===== src/rtl/clock_pkg.sv =====
// Shared types and constants for the digital-clock time/set controller.
// Provides the RUN/SET state enum, cursor positions, digit limits, the
// packed hh:mm:ss BCD payload and a BCD-to-binary helper.
package clock_pkg;

    typedef enum logic {
        RUN = 1'b0,
        SET = 1'b1
    } state_t;

    localparam int unsigned POS_W = 3;
    localparam int unsigned DIG_W = 4;
    localparam int unsigned BIN_W = 6;

    localparam logic [POS_W-1:0] POS_SEC_LO = 3'd0;
    localparam logic [POS_W-1:0] POS_SEC_HI = 3'd1;
    localparam logic [POS_W-1:0] POS_MIN_LO = 3'd2;
    localparam logic [POS_W-1:0] POS_MIN_HI = 3'd3;
    localparam logic [POS_W-1:0] POS_HR_LO  = 3'd4;
    localparam logic [POS_W-1:0] POS_HR_HI  = 3'd5;
    localparam logic [POS_W-1:0] POS_MAX    = 3'd5;

    localparam logic [DIG_W-1:0] LIM_LO       = 4'd9;  // any units digit
    localparam logic [DIG_W-1:0] LIM_HI       = 4'd5;  // tens of sec/min
    localparam logic [DIG_W-1:0] LIM_HR_HI    = 4'd2;  // tens of hours
    localparam logic [DIG_W-1:0] LIM_HR_LO_20 = 4'd3;  // hour units when tens==2

    typedef struct packed {
        logic [DIG_W-1:0] hr_hi;
        logic [DIG_W-1:0] hr_lo;
        logic [DIG_W-1:0] min_hi;
        logic [DIG_W-1:0] min_lo;
        logic [DIG_W-1:0] sec_hi;
        logic [DIG_W-1:0] sec_lo;
    } bcd_time_t;

    function automatic logic [BIN_W-1:0] bcd_to_bin(input logic [DIG_W-1:0] hi,
                                                    input logic [DIG_W-1:0] lo);
        return BIN_W'(hi) * BIN_W'(10) + BIN_W'(lo);
    endfunction

endpackage


===== src/rtl/btn_edge.sv =====
// Two-flop synchronizer plus rising-edge detector for a debounced button.
// Ports: clk, rst_n (async active-low), btn (async level),
//        pulse_c (one-cycle pulse, combinational from flops only).
module btn_edge (
    input  logic clk,
    input  logic rst_n,
    input  logic btn,
    output logic pulse_c
);

    // sync_q[0..1] synchronize, sync_q[2] holds the previous synchronized level
    logic [2:0] sync_q;

    always_ff @(posedge clk or negedge rst_n) begin
        if (!rst_n) begin
            sync_q <= 3'b000;
        end else begin
            sync_q <= {sync_q[1:0], btn};
        end
    end

    assign pulse_c = sync_q[1] & ~sync_q[2];

endmodule


===== src/rtl/clock_time_ctrl.sv =====
// Time-keeping and set-mode controller: holds hh:mm:ss as BCD digits,
// ticks once per CLK_HZ cycles in RUN, and edits digits from buttons in SET.
// Ports: clk, rst_n (async active-low); btn_mode/btn_next/btn_inc debounced
//        levels; hours/minutes/seconds binary time; pos cursor digit;
//        set_mod high while in SET.
module clock_time_ctrl
    import clock_pkg::*;
#(
    parameter int unsigned CLK_HZ = 50000000
) (
    input  logic             clk,
    input  logic             rst_n,
    input  logic             btn_mode,
    input  logic             btn_next,
    input  logic             btn_inc,
    output logic [BIN_W-1:0] hours,
    output logic [BIN_W-1:0] minutes,
    output logic [BIN_W-1:0] seconds,
    output logic [POS_W-1:0] pos,
    output logic             set_mod
);

    localparam int unsigned CNT_W = (CLK_HZ > 1) ? $clog2(CLK_HZ) : 1;
    localparam logic [CNT_W-1:0] CNT_LAST = CNT_W'(CLK_HZ - 1);

    logic mode_p_c, next_p_c, inc_p_c;

    btn_edge u_mode (.clk(clk), .rst_n(rst_n), .btn(btn_mode), .pulse_c(mode_p_c));
    btn_edge u_next (.clk(clk), .rst_n(rst_n), .btn(btn_next), .pulse_c(next_p_c));
    btn_edge u_inc  (.clk(clk), .rst_n(rst_n), .btn(btn_inc),  .pulse_c(inc_p_c));

    state_t           state;
    bcd_time_t        tm;
    logic [CNT_W-1:0] cnt;
    bcd_time_t        tm_adv_c;
    bcd_time_t        tm_inc_c;

    // One-second advance with the full carry chain, 23:59:59 -> 00:00:00
    always_comb begin
        tm_adv_c = tm;
        if (tm.sec_lo != LIM_LO) begin
            tm_adv_c.sec_lo = tm.sec_lo + 4'd1;
        end else begin
            tm_adv_c.sec_lo = 4'd0;
            if (tm.sec_hi != LIM_HI) begin
                tm_adv_c.sec_hi = tm.sec_hi + 4'd1;
            end else begin
                tm_adv_c.sec_hi = 4'd0;
                if (tm.min_lo != LIM_LO) begin
                    tm_adv_c.min_lo = tm.min_lo + 4'd1;
                end else begin
                    tm_adv_c.min_lo = 4'd0;
                    if (tm.min_hi != LIM_HI) begin
                        tm_adv_c.min_hi = tm.min_hi + 4'd1;
                    end else begin
                        tm_adv_c.min_hi = 4'd0;
                        if (tm.hr_hi == LIM_HR_HI && tm.hr_lo == LIM_HR_LO_20) begin
                            tm_adv_c.hr_hi = 4'd0;
                            tm_adv_c.hr_lo = 4'd0;
                        end else if (tm.hr_lo == LIM_LO) begin
                            tm_adv_c.hr_lo = 4'd0;
                            tm_adv_c.hr_hi = tm.hr_hi + 4'd1;
                        end else begin
                            tm_adv_c.hr_lo = tm.hr_lo + 4'd1;
                        end
                    end
                end
            end
        end
    end

    // Cursor-digit increment, wrapping within the digit; hour pair kept <= 23
    always_comb begin
        tm_inc_c = tm;
        case (pos)
            POS_SEC_LO: tm_inc_c.sec_lo = (tm.sec_lo >= LIM_LO) ? 4'd0 : tm.sec_lo + 4'd1;
            POS_SEC_HI: tm_inc_c.sec_hi = (tm.sec_hi >= LIM_HI) ? 4'd0 : tm.sec_hi + 4'd1;
            POS_MIN_LO: tm_inc_c.min_lo = (tm.min_lo >= LIM_LO) ? 4'd0 : tm.min_lo + 4'd1;
            POS_MIN_HI: tm_inc_c.min_hi = (tm.min_hi >= LIM_HI) ? 4'd0 : tm.min_hi + 4'd1;
            POS_HR_LO: begin
                if (tm.hr_hi == LIM_HR_HI) begin
                    tm_inc_c.hr_lo = (tm.hr_lo >= LIM_HR_LO_20) ? 4'd0 : tm.hr_lo + 4'd1;
                end else begin
                    tm_inc_c.hr_lo = (tm.hr_lo >= LIM_LO) ? 4'd0 : tm.hr_lo + 4'd1;
                end
            end
            POS_HR_HI: begin
                tm_inc_c.hr_hi = (tm.hr_hi >= LIM_HR_HI) ? 4'd0 : tm.hr_hi + 4'd1;
                if (tm_inc_c.hr_hi == LIM_HR_HI && tm.hr_lo > LIM_HR_LO_20) begin
                    tm_inc_c.hr_lo = LIM_HR_LO_20;
                end
            end
            default: tm_inc_c = tm;
        endcase
    end

    // Mode FSM, tick counter, time and cursor registers
    always_ff @(posedge clk or negedge rst_n) begin
        if (!rst_n) begin
            state <= RUN;
            tm    <= '0;
            cnt   <= '0;
            pos   <= POS_SEC_LO;
        end else begin
            case (state)
                RUN: begin
                    if (mode_p_c) begin
                        state <= SET;
                        pos   <= POS_SEC_LO;
                        cnt   <= '0;
                    end else if (cnt == CNT_LAST) begin
                        cnt <= '0;
                        tm  <= tm_adv_c;
                    end else begin
                        cnt <= cnt + CNT_W'(1);
                    end
                end
                SET: begin
                    cnt <= '0;
                    if (mode_p_c) begin
                        state <= RUN;
                        pos   <= POS_SEC_LO;
                    end else begin
                        if (inc_p_c) begin
                            tm <= tm_inc_c;
                        end
                        if (next_p_c) begin
                            pos <= (pos == POS_MAX) ? POS_SEC_LO : pos + 3'd1;
                        end
                    end
                end
                default: state <= RUN;
            endcase
        end
    end

    assign hours   = bcd_to_bin(tm.hr_hi, tm.hr_lo);
    assign minutes = bcd_to_bin(tm.min_hi, tm.min_lo);
    assign seconds = bcd_to_bin(tm.sec_hi, tm.sec_lo);
    assign set_mod = (state == SET);

endmodule

===== config.mk =====
export PLATFORM = sky130hd
export DESIGN_NAME = clock_time_ctrl
export DESIGN_NICKNAME = d
export VERILOG_FILES = /design/src/rtl/clock_pkg.sv /design/src/rtl/btn_edge.sv /design/src/rtl/clock_time_ctrl.sv
export SDC_FILE = /design/constraint.sdc
export NUM_CORES = 1
export LEC_CHECK = 0
export ABC_AREA = 1
export BUFFER_PORTS_ARGS = -buffer_cell sky130_fd_sc_hd__buf_2
export CAP_MARGIN = 15
export CELL_PAD_IN_SITES_DETAIL_PLACEMENT = 1
export CELL_PAD_IN_SITES_GLOBAL_PLACEMENT = 2
export CORE_ASPECT_RATIO = 0.75
export CORE_MARGIN = 3
export CORE_UTILIZATION = 37
export CTS_CLUSTER_SIZE = 40
export DETAILED_ROUTE_END_ITERATION = 7
export PLACE_DENSITY_LB_ADDON = 0.1
export SLEW_MARGIN = 20
export SYNTH_ARGS = -nofsm -noshare
export SYNTH_HDL_FRONTEND = slang
export SYNTH_SLANG_ARGS = --single-unit

===== constraint.sdc =====
create_clock -name clk -period 2.55 [get_ports clk]
set_input_delay 0.3825 -clock clk [delete_from_list [all_inputs] [get_ports clk]]
set_output_delay 0.3825 -clock clk [all_outputs]
set_load 0.02 [all_outputs]

Word level (Yosys, flattened, before mapping)
Cells that the tools add are included.

Multiply operators: 3. $add $sub $neg: 11. Reduce and logical (&&, ||, !) cells: 10. Bitwise operators: 7. Multiplexer cells: 42. Equality and inequality tests: 32. Order comparisons: 8.

Operator list (number): 2-to-1 mux 24 bit (4); 2-to-1 mux 4 bit (20); 2-to-1 mux 26 bit (2); one-hot mux 26 bit (2 select lines) (1); one-hot mux 24 bit (2 select lines) (1); adder 26 x 1 -> 26 bit, second input constant (1); equality test 26 bit, second input constant (1); adder 4 x 1 -> 4 bit, second input constant (6); 2-to-1 mux 20 bit (1); AND reduction 10 bit (2); adder 6 x 4 -> 6 bit (3); inequality test 2 bit, second input constant (9); 2-to-1 mux 16 bit (1); 2-to-1 mux 8 bit (2); multiplier 4 x 3 -> 5 bit, second input constant (3); equality test 4 x 2 -> 1 bit, second input constant (3); greater-or-equal comparator 4 bit, second input constant (3); 2-to-1 mux 12 bit (1); 2-to-1 mux 3 bit (4); inequality test 2 x 1 -> 1 bit, second input constant (5); inequality test 3 bit, second input constant (3); greater-or-equal comparator 4 x 2 -> 1 bit, second input constant (2); greater-or-equal comparator 4 x 3 -> 1 bit, second input constant (2); inequality test 4 x 3 -> 1 bit, second input constant (2); 21 further kinds (31).

Register bits: 63. Output and inout port bits: 22. Logic and storage cells: 125. Input bits: 5.

Longest topological paths before layout
Gate-level depths: netlist (run 1).

Depth in word-level cells: 10. Gate-level depth with buffers: 12. Gate-level depth less buffers: 12.

By module
A second synthesis (run 1) with hierarchy kept.

Cell total of the unflattened synthesis: 617. Area total of the unflattened synthesis: 4722.0 um^2.

By module, submodules not included: clock_time_ctrl (cells each 602, times used 1, area each 4466.8 um^2, sequential area each 1351.3 um^2); btn_edge (cells each 5, times used 3, area each 85.1 um^2, sequential area each 75.1 um^2).

Worst setup path after synthesis (run 1)
OpenSTA, ideal clock, no wires.

Path type: flip-flop to flip-flop. Start: reg state, in the netlist set_mod. End: reg tm[8] in the netlist's numbering. Setup slack: 0.459 ns. Stages on the path, launching flop included: 13. Path buffers: 3. Arrival: 1.974 ns. Period minus slack after synthesis: 2.091 ns. Data required time: 2.433 ns. Library setup time: 0.117 ns. Cells stage by stage: dfrtp_1 -> buf_6 -> inv_1 -> buf_1 -> ha_1 -> nor2_1 -> and2_1 -> buf_4 -> nand2_1 -> a21oi_2 -> nand2_2 -> nand2_1 -> nand2_1.

Word-level cells in the longest chain between the ends: 3. Elaborated cells on any way between the ends: 10. Those cells by class: eq/ne: 7; mux: 1; bitwise: 1; reduce/logical: 1.

RTL lines: from (decl) (RTL line clock_time_ctrl.sv:32) `state_t state;`; from (signal assigned) (RTL line clock_time_ctrl.sv:100) `state <= RUN;`; from (signal assigned) (RTL line clock_time_ctrl.sv:108) `state <= SET;`; from (signal assigned) (RTL line clock_time_ctrl.sv:121) `state <= RUN;`; NOT 1 bit; inequality test 2 bit (no source line); AND reduction 7 bit (no source line); to (signal assigned) (RTL line clock_time_ctrl.sv:113) `tm <= tm_adv_c;`; to (signal assigned) (RTL line clock_time_ctrl.sv:125) `tm <= tm_inc_c;`; to (decl) (RTL line clock_time_ctrl.sv:33) `bcd_time_t tm;`.

Several ways; a longest one is shown, not always the timed one. A chain may end at the register's enable or synchronous reset.

Worst setup path after layout (run 1)
Start: reg tm[4] in the netlist's numbering. End: out seconds[4].

Word-level cells in the longest chain between the ends: 2.

RTL lines: multiplier 4 x 3 -> 5 bit (RTL line clock_pkg.sv:39) `return BIN_W'(hi) * BIN_W'(10) + BIN_W'(lo);`; adder 6 x 4 -> 6 bit (RTL line clock_pkg.sv:39); to (decl) (RTL line clock_time_ctrl.sv:18) `output logic [BIN_W-1:0] seconds,`.

No other way between the ends.

==> impl_metrics.py, run 1 <==
metrics = {
    "sta": {
        "grt_setup_unrepaired": "false",
        "relSlewSlack_pct": 60.4,
        "setup_viol": 0,
        "worst_slew_pin_slew_ps": 594,
        "slew_violations": 0,
        "hold_slack_ps": 50.2,
        "fin_tns_setup_ps": 0,
        "finalCritPeriodShare_pct": 94.6,
        "fin_worst_skew_ps": 4.21,
        "finalHoldViolations": 0,
        "min_period_ps": 2410,
        "fmax_ghz": 0.414,
    },
    "worst_setup_path": {
        "crit_end": "seconds[4]",
        "crit_slowest_cell": "dfrtp_2",
        "r2r_start": "set_mod",
        "rr_worst_depth": 9,
        "endpoint_kind": "primary output",
        "worstPathArrival_ps": 2030,
        "critical_path.max_fanout": 7,
        "path_class": "flip-flop to primary output",
        "critPathRequiredTime_ps": 2170,
        "crit_path_start": "tm[4]",
        "r2r_slack_ps": 540,
        "cp-start-kind": "flip-flop",
        "path_cells": "ha_1 > ha_1 > a21oi_1 > nand2_1 > xor2_1 > buf_2",
        "slowest_delay_ps": 460,
        "crit_top_cell": "ha_1",
        "reg2reg_to": "tm[11]",
    },
    "pwr": {
        "peakVddDrop_uv": 422,
        "leakage_uw": 0.00261,
        "fin_total_pwr_uw": 4900,
        "p_per_area_nw_per_um2": 920,
    },
    "global_route": {
        "overflow": 0,
        "grt_util_met3_pct": 3.93,
        "antenna_found_initial": 0,
        "grt_pass1_wl_mm": 20.5,
        "met1_usage_pct": 28.0,
        "grt_util_met2_pct": 25.0,
        "grtUsageTotal_pct": 18.0,
        "grt_max_degree": 42,
        "grt-busiest-layer": "met1",
        "grt_pass1_vias": 4161,
    },
    "cts": {
        "clk_pin_slew_ps": 50,
        "htreeDepth": 3,
        "root_buffer": "clkbuf_16",
        "clock_latency_ps": 330,
        "clock_sinks": 63,
        "postCtsHoldBufs": 0,
        "numCtsBuffers": 9,
        "clk_path_buf_depth": 2,
        "tritoncts": "built",
    },
    "detailed_routing": {
        "dr_total_vias": 3942,
        "via_per_inst": 4.86,
        "drt-total-wl_mm": 11.7,
        "dr.pass1.iters": 4,
        "routedWlPerCell_um": 14.4,
        "drtIter0Drc": 142,
        "ant_nets": 0,
        "drc": 0,
    },
    "synth": {
        "yosysSeqAreaShare_pct": 33.5,
        "netlist_instances": 614,
        "ys_ff_latch": 63,
        "ys.warnings.count": 0,
        "synth.distinct_cells": 37,
        "synth_nets": 663,
        "synth.cell_area_um2": 4710,
        "synth_area_per_cell_um2": 7.67,
    },
    "floorplan": {
        "core.rowCount": 35,
        "die_w_um": 136,
        "ioPinCount": 27,
        "initial_core_util_pct": 38.1,
        "die_height_um": 104,
        "dieArea_um2": 14100,
        "core_area_um2": 12300,
    },
    "placement": {
        "dp_cells": 796,
        "place_congestion": 0.819,
        "dp_hpwl_mm": 9.14,
        "io_buffers": 26,
    },
    "cells_and_area": {
        "nets": 690,
        "fillCellCount": 1538,
        "antennaDiodeCount": 0,
        "drive_gt1_share_pct": 13.8,
        "area_growth_syn_to_layout_pct": 13.2,
        "finalCoreUtilization_pct": 43.2,
        "instances_no_fill": 811,
    },
    "worst_hold_path": {
        "hold_class": "primary input to asynchronous set/reset pin",
    },
    "job": {
        "maxCapViolCount": 0,
    },
    "run_status": {
        "status": "complete, no violations",
    },
}
## layout make-up
| cell class | instances | area, um^2 | share of cell area (%) |
|---|---|---|---|
| flip-flops and latches | 63 | 1580 | 29.7 |
| clock buffers | 13 | 280 | 5.26 |
| inverters | 79 | 297 | 5.56 |
| multi-input cells | 458 | 2740 | 51.4 |
| repair buffers | 30 | 185 | 3.48 |
| clock inverters | 2 | 37.5 | 0.704 |
| well taps | 166 | 208 | 3.90 |
## timing repair
item	CTS	global route
gates resized for setup	0	8
setup buffers	0	0
setup endpoints to repair	0	5
endpoints found under the hold margin	0	0
## placed cells by master, fill, tap and decap left out, types with 13 or more instances in the layout
cell type / n
nand2_1: 142
inv_1: 78
nor2_1: 73
dfrtp_1: 58
nand3_1: 54
ha_1: 41
buf_2: 26
nor3_1: 20
xor2_1: 19
xnor2_1: 16
a21oi_1: 13
nand2_2: 13
## through the flow
stage	setup WS [ps]	instance area (um^2)
floorplan	459	4710
global placement	459	5000
detailed placement	389	5000
CTS	19.0	5320
global route	19.8	5330
finish	137	5330
## worst max-delay path: cells and delay by family, from the launching register on
kind / cells / cell delay [ps]
adders and majority gates: 2 / 650
DFF: 1 / 460
buffers and inverters: 1 / 190
xor gates and xnor gates: 1 / 170
AOI/OAI and AO/OA: 1 / 140
and+or+nand+nor: 1 / 80
## synthesized netlist by cell type, drive strengths merged
| cell type | instances | area, um^2 |
|---|---|---|
| a21oi | 14 | 73.8 |
| a31oi | 2 | 12.5 |
| and2 | 1 | 6.26 |
| buf | 13 | 90.1 |
| clkbuf | 1 | 5.00 |
| dfrtp | 63 | 1580 |
| fa | 3 | 60.1 |
| ha | 41 | 513 |
| inv | 79 | 297 |
| nand2 | 158 | 648 |
| nand3 | 56 | 290 |
| nand4 | 9 | 56.3 |
| nor2 | 83 | 380 |
| nor3 | 24 | 146 |
| o211a | 6 | 60.1 |
| o211ai | 2 | 15.0 |
| o21a | 1 | 8.76 |
| o21ai | 19 | 98.9 |
| o21bai | 3 | 56.3 |
| o22ai | 1 | 6.26 |
| xnor2 | 16 | 140 |
| xor2 | 19 | 166 |
## registers in the layout, indices dropped and copies added (netlist names)
| register | cells |
|---|---|
| cnt | 26 |
| pos | 3 |
| set_mod | 1 |
| tm | 24 |
| u_inc.sync_q | 3 |
| u_mode.sync_q | 3 |
| u_next.sync_q | 3 |
## how the worst min path moves through the flow
stage / start / endpoint / slack (ps) / cells past startpoint
2_1_floorplan: rst_n / cnt[0] / 90 / 0
3_3_place_gp: u_mode.sync_q[0] / u_mode.sync_q[1] / 330 / 0
3_5_place_dp: u_mode.sync_q[0] / u_mode.sync_q[1] / 340 / 0
4_1_cts: rst_n / cnt[12] / 60 / 1
5_1_grt: rst_n / cnt[12] / 80 / 1
6_report: rst_n / cnt[12] / 50 / 1
## report_power, final
group | leakage, uW | switching, uW | internal [uW] | total, uW
Clock | 0.000154 | 445 | 858 | 1300
Combinational | 0.00163 | 1410 | 777 | 2180
Sequential | 0.000834 | 259 | 1160 | 1420
## cells by family after synthesis
| kind of cell | Yosys count | share of synthesized area, % |
|---|---|---|
| AND/OR/NAND/NOR | 331 | 32.5 |
| flip-flops | 63 | 33.5 |
| XOR/XNOR | 35 | 6.51 |
| adder cells (fa/ha/maj) | 44 | 12.2 |
| buffers and inverters | 93 | 8.32 |
| AO/OA/AOI/OAI | 48 | 7.04 |
## per-layer routing
| layer | share of wire [%] | vias to the layer above | wire [um] |
|---|---|---|---|
| met2 | 40 | 42 | 4700 |
| li1 | - | 2009 | - |
| met3 | 3.3 | 12 | 389 |
| met5 | 0 | - | 0 |
| met4 | 1.2 | 0 | 137 |
| met1 | 55 | 1879 | 6450 |
Note: power is estimated with default switching activity, not from simulation.
==> run 2, diff against run 1 <==
Settings changed: PLACE_DENSITY_LB_ADDON 0.1 to 0.05.
==> impl_metrics.py, run 2 (synthesized netlist as in run 1, its figures left out) <==
metrics = {
    "floorplan": {
        "ioPinCount": 27,
        "die_w_um": 136,
        "initial_core_util_pct": 38.1,
        "die_height_um": 104,
        "core_area_um2": 12300,
        "dieArea_um2": 14100,
        "core.rowCount": 35,
    },
    "placement": {
        "dpl_cell_area_um2": 4990,
        "place_congestion": 0.800,
        "dp_hpwl_mm": 9.34,
        "dp_worst_setup_slack_ps": 395,
        "io_buffers": 26,
    },
    "sta": {
        "min_period_ps": 2440,
        "finalCritPeriodShare_pct": 95.6,
        "slew_violations": 0,
        "fin_worst_skew_ps": 5.07,
        "finalHoldViolations": 0,
        "worst_slew_pin_slew_ps": 675,
        "grt_setup_unrepaired": "true",
        "hold_slack_ps": 81.4,
        "fmax_ghz": 0.410,
        "worst_slack_ps": 111,
        "relSlewSlack_pct": 55.0,
        "setup_viol": 0,
    },
    "cells_and_area": {
        "antennaDiodeCount": 0,
        "final_cell_mix": "142 x nand2_1, 78 x inv_1, 73 x nor2_1",
        "stdcell_area_um2": 5310,
        "final_common_cell": "nand2_1",
        "drive_gt1_share_pct": 13.8,
        "nets": 690,
        "reg_top3": "cnt: 26 flops, tm: 24 flops",
        "largest_reg_flops": 26,
        "area_growth_syn_to_layout_pct": 12.7,
        "max_flop_register": "cnt",
    },
    "global_route": {
        "grtUsageTotal_pct": 18.2,
        "overflow": 0,
        "grt_pass1_vias": 4114,
        "grt_max_degree": 40,
        "antenna_found_initial": 0,
        "grt_pass1_wl_mm": 20.8,
    },
    "detailed_routing": {
        "drt-total-wl_mm": 12.2,
        "drc": 0,
        "via_per_inst": 4.90,
        "dr_total_vias": 3980,
        "routedWlPerCell_um": 15.0,
        "drtIter0Drc": 156,
        "ant_nets": 0,
        "dr.pass1.iters": 4,
    },
    "cts": {
        "clk_path_buf_depth": 2,
        "cts_post_setup_buffers_inserted": 0,
        "clk_pin_slew_ps": 60,
        "numCtsBuffers": 9,
        "clock_latency_ps": 330,
        "root_buffer": "clkbuf_16",
        "tritoncts": "built",
        "clock_sinks": 63,
        "htreeDepth": 3,
    },
    "pwr": {
        "p_seq_share_pct": 29.0,
        "clockPowerShare_pct": 26.4,
        "peakVddDrop_uv": 402,
        "p_per_area_nw_per_um2": 914,
        "p_switching_uw": 2170,
        "switching_share_pct": 44.7,
        "leakage_uw": 0.00260,
        "internal_power_uw": 2680,
        "p_comb_share_pct": 44.6,
    },
    "run_status": {
        "status": "complete, no violations",
    },
    "worst_setup_path": {
        "critPathRequiredTime_ps": 2170,
        "endpoint_kind": "primary output",
        "cp-start-kind": "flip-flop",
        "worstPathArrival_ps": 2060,
        "path_class": "flip-flop to primary output",
        "critical_path.max_fanout": 7,
    },
    "job": {
        "maxCapViolCount": 0,
    },
    "worst_hold_path": {
        "hold_class": "primary input to asynchronous set/reset pin",
    },
}
run 2: critical path, cell delays in order, from the launching register on:
cell and delay [ps]:
dfrtp_1 470, ha_1 320, ha_1 360, nand2_1 70
o21ai_0 190, xnor2_1 140, buf_2 180
run 2: path summary, 6_finish.rpt:
| kind | start | end | slack, ps | cells after the start |
|---|---|---|---|---|
| worst min register to register | u_inc.sync_q[0] | u_inc.sync_q[1] | 350 | 0 |
| worst min-delay path | rst_n | cnt[13] | 80 | 1 |
| min in group clk | btn_next | u_next.sync_q[0] | 150 | 1 |
| worst max register to register | set_mod | tm[8] | 490 | 9 |
| max in group asynchronous | rst_n | tm[20] | 1790 | 2 |
| worst max-delay path | tm[6] | seconds[5] | 110 | 6 |
run 2: layout make-up:
class,instances,area (um^2)
Multi-Input combinational cell,458,2740
Fill cell,1537,7040
Inverter,79,297
Tap cell,166,208
Sequential cell,63,1580
Timing Repair Buffer,30,175
Clock inverter,7,81.3
Clock buffer,9,225
run 2: layer usage:
layer / GRT usage (%) / share of wire, % / up-vias
met5: 0 / 0 / -
met1: 28.6 / 55 / 1896
li1: - / - / 2016
met4: 3.67 / 0.79 / 0
met2: 25.1 / 40 / 58
met3: 4.66 / 4.1 / 10
run 2: timing repair:
item	CTS	global route
resized for setup	0	7
hold buffers	0	0
setup endpoints to repair	0	3
run 2: per-stage QoR:
stage / utilization, % / total power [uW] / cells / setup TNS (ps)
floorplan: - / 3040 / 614 / 0
global placement: 40.4 / 3550 / 796 / 0
detailed placement: 40.4 / 3620 / 796 / 0
CTS: 42.9 / 4930 / 812 / 0
global route: 43.0 / 5270 / 812 / -21.2
finish: 43.0 / 4850 / 812 / 0
run 2: power by group through the flow:
| stage | clock network, uW | logic, uW | registers (uW) |
|---|---|---|---|
| global route | 1350 | 2470 | 1450 |
| finish | 1280 | 2160 | 1410 |
| detailed placement | 0 | 2190 | 1430 |
| floorplan | 0 | 1690 | 1350 |
| global placement | 0 | 2140 | 1420 |
| CTS | 1310 | 2200 | 1410 |
==> run 3, diff against run 2 <==
Settings changed: GPL_TIMING_DRIVEN from default to 0, SETUP_SLACK_MARGIN from default to 0.15.
==> impl_metrics.py, run 3 (synthesized netlist as in run 1, its figures left out) <==
metrics = {
    "cells_and_area": {
        "max_flop_register": "cnt",
        "antennaDiodeCount": 0,
        "fillCellCount": 1556,
        "nets": 711,
        "largest_reg_flops": 26,
        "drive_gt1_share_pct": 18.6,
        "final_common_cell": "nand2_1",
        "area_growth_syn_to_layout_pct": 17.9,
        "reg_top3": "cnt: 26 flops, tm: 24 flops",
        "final_cell_mix": "142 x nand2_1, 78 x inv_1, 73 x nor2_1",
        "instances_no_fill": 833,
    },
    "worst_setup_path": {
        "cp-start-kind": "flip-flop",
        "reg2reg_to": "tm[6]",
        "worstPathArrival_ps": 1970,
        "r2r_slack_ps": 320,
        "critical_path.max_fanout": 3,
        "rr_worst_depth": 12,
        "path_class": "flip-flop to primary output",
        "critPathRequiredTime_ps": 2170,
        "endpoint_kind": "primary output",
        "r2r_start": "set_mod",
    },
    "worst_hold_path": {
        "hold_class": "primary input to asynchronous set/reset pin",
    },
    "cts": {
        "numCtsBuffers": 9,
        "root_buffer": "clkbuf_16",
        "clock_sinks": 63,
        "tritoncts": "built",
        "postCtsHoldBufs": 0,
        "clock_latency_ps": 340,
        "clk_pin_slew_ps": 60,
        "clk_path_buf_depth": 2,
        "htreeDepth": 3,
    },
    "sta": {
        "worst_slew_pin_slew_ps": 582,
        "fmax_ghz": 0.425,
        "hold_slack_ps": 0.840,
        "grt_setup_unrepaired": "true",
        "finalHoldViolations": 0,
        "min_period_ps": 2350,
        "setup_viol": 0,
        "slew_violations": 0,
        "finalCritPeriodShare_pct": 92.2,
        "fin_tns_setup_ps": 0,
        "relSlewSlack_pct": 61.1,
        "fin_worst_skew_ps": 9.36,
    },
    "pwr": {
        "p_per_area_nw_per_um2": 928,
        "peakVddDrop_uv": 346,
        "leakage_uw": 0.00269,
    },
    "global_route": {
        "grt_pass1_vias": 4216,
        "grt-busiest-layer": "met1",
        "grtUsageTotal_pct": 19.4,
        "grt_util_met3_pct": 3.74,
        "grt_util_met2_pct": 27.2,
        "overflow": 0,
        "met1_usage_pct": 30.3,
        "grt_pass1_wl_mm": 21.8,
        "grt_max_degree": 33,
        "antenna_found_initial": 0,
    },
    "floorplan": {
        "die_w_um": 136,
        "initial_core_util_pct": 38.1,
        "core.rowCount": 35,
        "core_area_um2": 12300,
        "die_height_um": 104,
        "ioPinCount": 27,
        "dieArea_um2": 14100,
    },
    "run_status": {
        "status": "complete, no violations",
    },
    "detailed_routing": {
        "via_per_inst": 4.93,
        "dr_total_vias": 4105,
        "drc": 0,
        "drt-total-wl_mm": 12.8,
        "ant_nets": 0,
        "dr.pass1.iters": 4,
        "drtIter0Drc": 177,
        "routedWlPerCell_um": 15.3,
    },
    "placement": {
        "dp_hpwl_mm": 9.84,
        "dp_cells": 807,
        "place_congestion": 0.836,
        "io_buffers": 26,
    },
    "job": {
        "maxCapViolCount": 0,
    },
}
==> run 3: cell types whose count changed in the layout (fill, tap and decap cells not counted), moves of 5 or more <==
cell,change
ha_4,+5
dfrtp_2,+6
dfrtp_1,-6
ha_1,-6
buf_4,+19
==> run 3: cell type report <==
type	instances	area [um^2]	share of cell area (%)
Tap cell	166	208	3.74
Inverter	79	297	5.34
Clock buffer	9	225	4.06
Multi-Input combinational cell	458	2820	50.8
Sequential cell	63	1590	28.6
Timing Repair Buffer	37	235	4.24
Clock inverter	7	80.1	1.44
Buffer	14	98.8	1.78
==> run 3: timing repair <==
item / CTS / global route
setup buffers: 2 / 8
pin swaps: 0 / 2
hold endpoints to repair: 0 / 0
resized for setup: 8 / 20
endpoints found under the setup margin: 18 / 18
gates cloned: 0 / 0
==> run 3: worst max path at each step <==
stage,start,endpoint,cells after the start
6_report,tm[20],hours[5],7
5_1_grt,tm[17],hours[5],7
4_1_cts,tm[22],hours[5],7
3_5_place_dp,set_mod,tm[6],12
3_3_place_gp,set_mod,tm[4],12
2_1_floorplan,set_mod,tm[8],12
==> run 3: worst max-delay path: stages, from the launching register on <==
cell	delay, ps
dfrtp_2	410
ha_1	180
inv_1	50
fa_1	410
nor2_1	150
o21ai_1	100
xor2_1	160
buf_4	160
==> run 3: routing by layer <==
layer	vias to the layer above	wire length (um)
li1	2057	-
met1	1997	6850
met2	43	5410
met3	8	407
met4	0	104
met5	-	0
==> run 3: power by group <==
| part | switching, uW | internal [uW] | leakage [uW] |
|---|---|---|---|
| clock network | 506 | 767 | 0.000143 |
| logic | 1560 | 946 | 0.00172 |
| registers | 214 | 1160 | 0.000827 |
==> run 3: metrics by stage <==
step | cell area, um^2 | util (%) | setup slack, ps | power, uW
finish | 5550 | 44.9 | 198 | 5150
global route | 5550 | 44.9 | 74.2 | 5590
CTS | 5400 | 43.7 | 57.3 | 5060
detailed placement | 5070 | 41.0 | 55.2 | 3720
global placement | 5040 | 40.9 | 89.2 | 3640
floorplan | 4710 | - | 459 | 3040
